`config.mk`:
```
export PLATFORM = sky130hd
export DESIGN_NAME = adder_tree_top
export DESIGN_NICKNAME = d
export VERILOG_FILES = /design/src/rtl/adder_tree_pkg.sv /design/src/rtl/ks_adder.sv /design/src/rtl/adder_tree_top.sv
export SDC_FILE = /design/constraint.sdc
export NUM_CORES = 1
export LEC_CHECK = 0
export BUFFER_PORTS_ARGS = -buffer_cell sky130_fd_sc_hd__buf_2
export CORE_AREA = 4 4 208 210
export DETAILED_ROUTE_END_ITERATION = 12
export DIE_AREA = 0 0 212 214
export PLACE_DENSITY = 0.72
export RECOVER_POWER = 25
export SLEW_MARGIN = 25
export SYNTH_ARGS = -nofsm -noshare
export SYNTH_HDL_FRONTEND = slang
export SYNTH_SLANG_ARGS = --single-unit
```
`constraint.sdc`:
```
create_clock -name clk -period 3.9 [get_ports clk]
set_clock_uncertainty 0.1 [all_clocks]
set_input_delay 0.585 -clock clk [delete_from_list [all_inputs] [get_ports clk]]
set_output_delay 0.585 -clock clk [all_outputs]
set_load 0.03 [all_outputs]
```
`src/rtl/adder_tree_pkg.sv`:
```
// adder_tree_pkg
//   Shared constants and types for the CGE power adder tree.
//   - BITS_DEF / CGES_DEF / MAX_DEF : default weight width, CGE count and
//     accumulator width.
//   - state_t : run-control state encoding (IDLE=0, RUN=1, DONE=2).
//   - csa_* functions : elaboration-time helpers that size each level of
//     the 3:2 compressor tree.
package adder_tree_pkg;

  localparam int BITS_DEF = 32;
  localparam int CGES_DEF = 13;
  localparam int MAX_DEF  = $clog2(CGES_DEF) + BITS_DEF;

  typedef enum logic [1:0] {
    IDLE = 2'd0,
    RUN  = 2'd1,
    DONE = 2'd2
  } state_t;

  // Operand count after one row of 3:2 compressors: every full group of
  // three becomes two, leftovers pass straight through.
  function automatic int csa_next(input int n);
    return (n / 3) * 2 + (n % 3);
  endfunction

  // Number of compressor rows needed to get down to two operands.
  function automatic int csa_levels(input int n);
    int c;
    int l;
    c = n;
    l = 0;
    while (c > 2) begin
      c = csa_next(c);
      l++;
    end
    return l;
  endfunction

  // Operand count entering compressor row lvl.
  function automatic int csa_count(input int n, input int lvl);
    int c;
    c = n;
    for (int k = 0; k < lvl; k++) begin
      c = csa_next(c);
    end
    return c;
  endfunction

endpackage

```
`src/rtl/ks_adder.sv`:
```
// ks_adder
//   Kogge-Stone parallel-prefix adder, carry-in 0, carry-out dropped so the
//   result wraps modulo 2^WIDTH.
//   Ports:
//     a, b : WIDTH-bit addends
//     sum  : (a + b) mod 2^WIDTH
module ks_adder #(
  parameter int WIDTH = 36
) (
  input  logic [WIDTH-1:0] a,
  input  logic [WIDTH-1:0] b,
  output logic [WIDTH-1:0] sum
);

  localparam int STAGES = (WIDTH > 1) ? $clog2(WIDTH) : 1;

  logic [WIDTH-1:0] gen;
  logic [WIDTH-1:0] prop;

  // Prefix stages with doubling span. Low bits with no partner at the
  // current span keep their group generate; their group propagate is
  // forced through by the low mask so later stages see it unchanged.
  // After the last stage gen[i] is the carry out of bit i, so the carry
  // into bit i is gen shifted up by one.
  always_comb begin
    gen  = a & b;
    prop = a ^ b;
    for (int s = 0; s < STAGES; s++) begin
      gen  = gen | (prop & (gen << (1 << s)));
      prop = prop & ((prop << (1 << s)) | ~({WIDTH{1'b1}} << (1 << s)));
    end
    sum = (a ^ b) ^ (gen << 1);
  end

endmodule

```
`src/rtl/adder_tree_top.sv`:
```
// adder_tree_top
//   Sums the power weights of the currently enabled clock-gated elements
//   with a carry-save tree, registers the result in redundant form (vs/vc)
//   and, during a run, accumulates vs+vc into a total every clock.
//   Ports:
//     clk, reset_n : clock, asynchronous active-low reset
//     start        : level request to begin a run (clears the total)
//     fin          : level request to end the run and freeze the total
//     cge_en       : per-CGE enable for this cycle
//     cge_weight   : CGE i weight in bits [i*BITS +: BITS]
//     vs, vc       : registered sum / carry vectors of the tree
//     result       : accumulated total
//     busy         : high while a run is in progress
module adder_tree_top
  import adder_tree_pkg::*;
#(
  parameter int BITS = BITS_DEF,
  parameter int CGES = CGES_DEF,
  parameter int MAX  = $clog2(CGES) + BITS
) (
  input  logic                 clk,
  input  logic                 reset_n,
  input  logic                 start,
  input  logic                 fin,
  input  logic [CGES-1:0]      cge_en,
  input  logic [CGES*BITS-1:0] cge_weight,
  output logic [MAX-1:0]       vs,
  output logic [MAX-1:0]       vc,
  output logic [MAX-1:0]       result,
  output logic                 busy
);

  localparam int LEVELS = csa_levels(CGES);

  logic [MAX-1:0] leaf [CGES];
  logic [MAX-1:0] vs_next;
  logic [MAX-1:0] vc_next;

  // Disabled CGEs contribute zero; weights are zero-extended so the tree
  // has headroom for the full sum.
  for (genvar i = 0; i < CGES; i++) begin : g_leaf
    assign leaf[i] = cge_en[i] ? MAX'(cge_weight[i*BITS +: BITS]) : '0;
  end

  // Each row takes the previous row's operands, compresses full groups of
  // three into a sum/carry pair and passes leftovers through. Rows are
  // separate generate scopes so the tree is a plain feed-forward network.
  for (genvar l = 0; l < LEVELS; l++) begin : g_level
    localparam int N_IN  = csa_count(CGES, l);
    localparam int N_CSA = N_IN / 3;
    localparam int N_OUT = csa_count(CGES, l + 1);

    logic [MAX-1:0] cur [N_IN];
    logic [MAX-1:0] nxt [N_OUT];

    if (l == 0) begin : g_src_leaf
      assign cur = leaf;
    end else begin : g_src_prev
      assign cur = g_level[l-1].nxt;
    end

    for (genvar j = 0; j < N_CSA; j++) begin : g_csa
      assign nxt[2*j]   = cur[3*j] ^ cur[3*j+1] ^ cur[3*j+2];
      assign nxt[2*j+1] = ((cur[3*j]   & cur[3*j+1]) |
                           (cur[3*j]   & cur[3*j+2]) |
                           (cur[3*j+1] & cur[3*j+2])) << 1;
    end

    for (genvar k = 0; k < N_IN - 3 * N_CSA; k++) begin : g_pass
      assign nxt[2*N_CSA+k] = cur[3*N_CSA+k];
    end
  end

  if (LEVELS > 0) begin : g_root_tree
    assign vs_next = g_level[LEVELS-1].nxt[0];
    assign vc_next = g_level[LEVELS-1].nxt[1];
  end else if (CGES == 2) begin : g_root_two
    assign vs_next = leaf[0];
    assign vc_next = leaf[1];
  end else begin : g_root_one
    assign vs_next = leaf[0];
    assign vc_next = '0;
  end

  // Tree outputs are captured every cycle regardless of run state.
  always_ff @(posedge clk or negedge reset_n) begin
    if (!reset_n) begin
      vs <= '0;
      vc <= '0;
    end else begin
      vs <= vs_next;
      vc <= vc_next;
    end
  end

  // Accumulator update: fold acc, vs and vc down to two vectors with one
  // more compressor row, then resolve with the prefix adder.
  logic [MAX-1:0] acc;
  logic [MAX-1:0] acc_next;
  logic [MAX-1:0] acc_s;
  logic [MAX-1:0] acc_c;
  logic [MAX-1:0] acc_sum;

  assign acc_s = acc ^ vs ^ vc;
  assign acc_c = ((acc & vs) | (acc & vc) | (vs & vc)) << 1;

  ks_adder #(
    .WIDTH(MAX)
  ) u_ks_adder (
    .a  (acc_s),
    .b  (acc_c),
    .sum(acc_sum)
  );

  state_t state;
  state_t state_next;

  always_ff @(posedge clk or negedge reset_n) begin
    if (!reset_n) begin
      state <= IDLE;
      acc   <= '0;
    end else begin
      state <= state_next;
      acc   <= acc_next;
    end
  end

  // fin is only looked at in RUN, so start+fin together from IDLE gives one
  // accumulating edge before DONE, and fin in RUN wins over start.
  always_comb begin
    state_next = state;
    acc_next   = acc;
    case (state)
      IDLE: begin
        if (start) begin
          state_next = RUN;
          acc_next   = '0;
        end
      end
      RUN: begin
        acc_next = acc_sum;
        if (fin) begin
          state_next = DONE;
        end
      end
      DONE: begin
        if (!start) begin
          state_next = IDLE;
        end
      end
      default: begin
        state_next = IDLE;
        acc_next   = '0;
      end
    endcase
  end

  assign result = acc;
  assign busy   = (state == RUN);

endmodule

```
==> flow_summary.ini <==
[placed_design]
portBuffers = 537
place.gp.congestion = 1.01
dp_cells = 2651
place_area_sq_um = 19800
dp_hpwl_mm = 56.5

[finish]
final_util_pct = 48.5
final_cell_count_no_fill = 2668
postLayoutCellArea_sq_um = 20200
nets = 2983
final_common_cell = buf_2
seqCellArea_sq_um = 2650
multi_input_comb_area_sq_um = 12000
layout-drive-gt1-share_pct = 28.2
nFillCells = 3935
area_delta_synth_final_pct = 24.8
final_cell_mix = buf_2 (536), fa_1 (382), inv_1 (340)

[setup_path]
cpPeakStageDelay_ps = 610
path_depth = 10
path_cells = buf_2, buf_4, and2_1, fa_1, inv_1, fa_1, fa_1, fa_1, inv_1, fa_1
crit_top_cell = fa_1
r2r_cells = 11
crit_arrival_ps = 3810
rrSetupSlack_ps = 240
worstSetupStartpointType = primary input
regToRegEndpoint = result[33]
cp_slowest_cell = fa_1
crit_buf_inv = 4
cp.required_ps = 4030
worstSetupPathType = in2reg
cp_top_family = adder cells
cp_max_fo = 7
r2r_start = vc[20]
end_kind = flop

[grt]
grt_max_degree = 58
grt.overflow.total = 0
grt_usage_pct = 27.2
antenna_found_initial = 3
grt_pass1_wl_mm = 90.8
grt_pass1_vias = 14500

[routing]
wl_met2_mm = 30.1
viasPerCell = 4.85
wl_per_cell_microns = 23.2
drc = 0
drt-met1-wl_mm = 27.8
met3_length_mm = 2.93
drt_wl_total_mm = 61.9
drt-initial-drc-count = 689
drt-pass1-iter-count = 5
via_count = 12900
ant_nets = 0
routed.top_layer = met5

[logic_synthesis]
netlist_instances = 1592
synthArstFlopShare_pct = 100
ys_types = 47
synth_enable_flop_cells = 0
yosysSeqAreaShare_pct = 16.4
synth-main-ff-cell = dfrtp_1
yosysWarnings = 0
synth_area_sq_um = 16200
syn_area_per_cell_sq_um = 10.2
synth-seq-cells = 106

[die]
die_w_microns = 212
core_sq_um = 41600
floorplan.initialDensity_pct = 38.9
die_height_microns = 214
row_count = 75
die_area_sq_um = 45400
num_io_pins = 542

[sta]
slew_violations = 50
setup_violations = 0
fin_crit_ps = 3680
tightest_slew_ps = 2900
fmax_mhz = 272
period_share_pct = 94.4
grt_setup_unrepaired = no
hold_viol_final = 0
relSlewSlack_pct = -93.4

[min_path]
min_to = state[1]
min_path_cells = 3
hold_path_class = in2reg
hp-start = fin

[clock_network]
post_cts_buffers = 0
cts_tree = built
cts_made_buffers = 9
hold_buffers = 0
cts_resized = 0
clk_latency_ps = 360
clk_pin_slew_ps = 80
cts.sinks = 106
cts_buffer_depth = 2
root_buffer = clkbuf_16
h-tree-depth = 3

[run_status]
outcome = complete, but fails checks
violations = capacitance limit, slew limit

[power]
powerDensity_nw_per_um2 = 759
leakage_uw = 0.0106
ir_drop_uv = 397

[run]
max_cap_violations = 1
## routing by layer
metal	vias up	track usage, %
li1	5758	-
met1	6693	39.0
met2	439	45.1
met3	52	3.22
met4	2	4.99
met5	-	0
## synth_stat cells, types with 2 or more instances
library cell | instances | area, sq um
ha_1 | 44 | 551
and4_1 | 2 | 17.5
fa_1 | 382 | 7650
o21bai_1 | 7 | 52.6
nand3_1 | 5 | 25.0
buf_4 | 4 | 30.0
and3_1 | 4 | 25.0
nor2_1 | 15 | 56.3
xnor2_1 | 18 | 158
o211ai_1 | 5 | 37.5
o21ai_1 | 7 | 35.0
dfrtp_1 | 106 | 2650
xor2_1 | 14 | 123
a22o_1 | 35 | 307
and2_1 | 226 | 1410
a21o_1 | 11 | 82.6
a41oi_2 | 2 | 32.5
o21a_1 | 3 | 22.5
a31oi_1 | 4 | 25.0
o21ai_0 | 14 | 70.1
a211oi_1 | 3 | 22.5
nand4_1 | 6 | 37.5
nor3_1 | 2 | 10.0
a21oi_2 | 2 | 17.5
buf_2 | 2 | 10.0
a21oi_1 | 43 | 215
inv_1 | 340 | 1280
nand2_1 | 212 | 796
clkbuf_1 | 50 | 188
nor3b_1 | 2 | 15.0
nand2b_1 | 6 | 37.5
## final cells by class
type / count / share of cell area [%]
inverter: 340 / 6.33
tap: 539 / 3.34
timing repair buffer: 574 / 16.0
sequential: 106 / 13.2
clock inverter: 5 / 0.304
multi-input combinational: 1093 / 59.7
antenna: 1 / 0.0124
clock buffer: 10 / 1.19
## cell families (layout without fill, tap and decap cells)
group / after synthesis / count (layout) / share of synthesized area (%)
and+or+nand+nor: 482 / 482 / 15.1
adders and majority gates: 426 / 426 / 50.7
buffers and inverters: 396 / 929 / 9.30
AOI/OAI and AO/OA: 148 / 148 / 6.62
DFF: 106 / 106 / 16.4
xor gates and xnor gates: 32 / 32 / 1.73
other: 1 / 5 / 0.0232
muxes: 1 / 1 / 0.0619
## how the worst max path moves through the flow
stage                from          to  slack (ps)
6_report        cge_en[5]       vs[6]         220
5_1_grt             vs[7]  result[33]         100
4_1_cts         cge_en[2]      vs[17]         220
3_5_place_dp   cge_en[10]      vs[30]        -190
3_3_place_gp    cge_en[6]      vs[19]        -140
2_1_floorplan  cge_en[11]       vs[2]         160
## through the flow
step                      power, uW  worst slack [ps]  hold WS (ps)  TNS, ps
after floorplan               10600               161           189        0
after global placement        13900              -143           403    -2240
after detailed placement      14300              -193           416    -3930
after CTS                     15300               216           175        0
after global routing          16800               103           371        0
final                         15300               220           367        0
## registers in the layout, summed over array words and instances, names as in the netlist
register,count
vc,33
vs,35
result,36
state,2
## where the power goes
group / total (uW) / leakage [uW] / internal (uW) / switching, uW
Combinational: 12000 / 0.00912 / 4800 / 7190
Sequential: 2360 / 0.00133 / 1710 / 652
Clock: 958 / 0.000149 / 518 / 440
Total: 15300 / 0.0106 / 7030 / 8280
## tightest hold or removal path, delay by kind of cell
kind | cells | cell delay [ps]
AO/OA/AOI/OAI | 1 | 70
AND/OR/NAND/NOR | 1 | 40
buffers and inverters | 1 | 90
(Power assumes the default switching activity.)
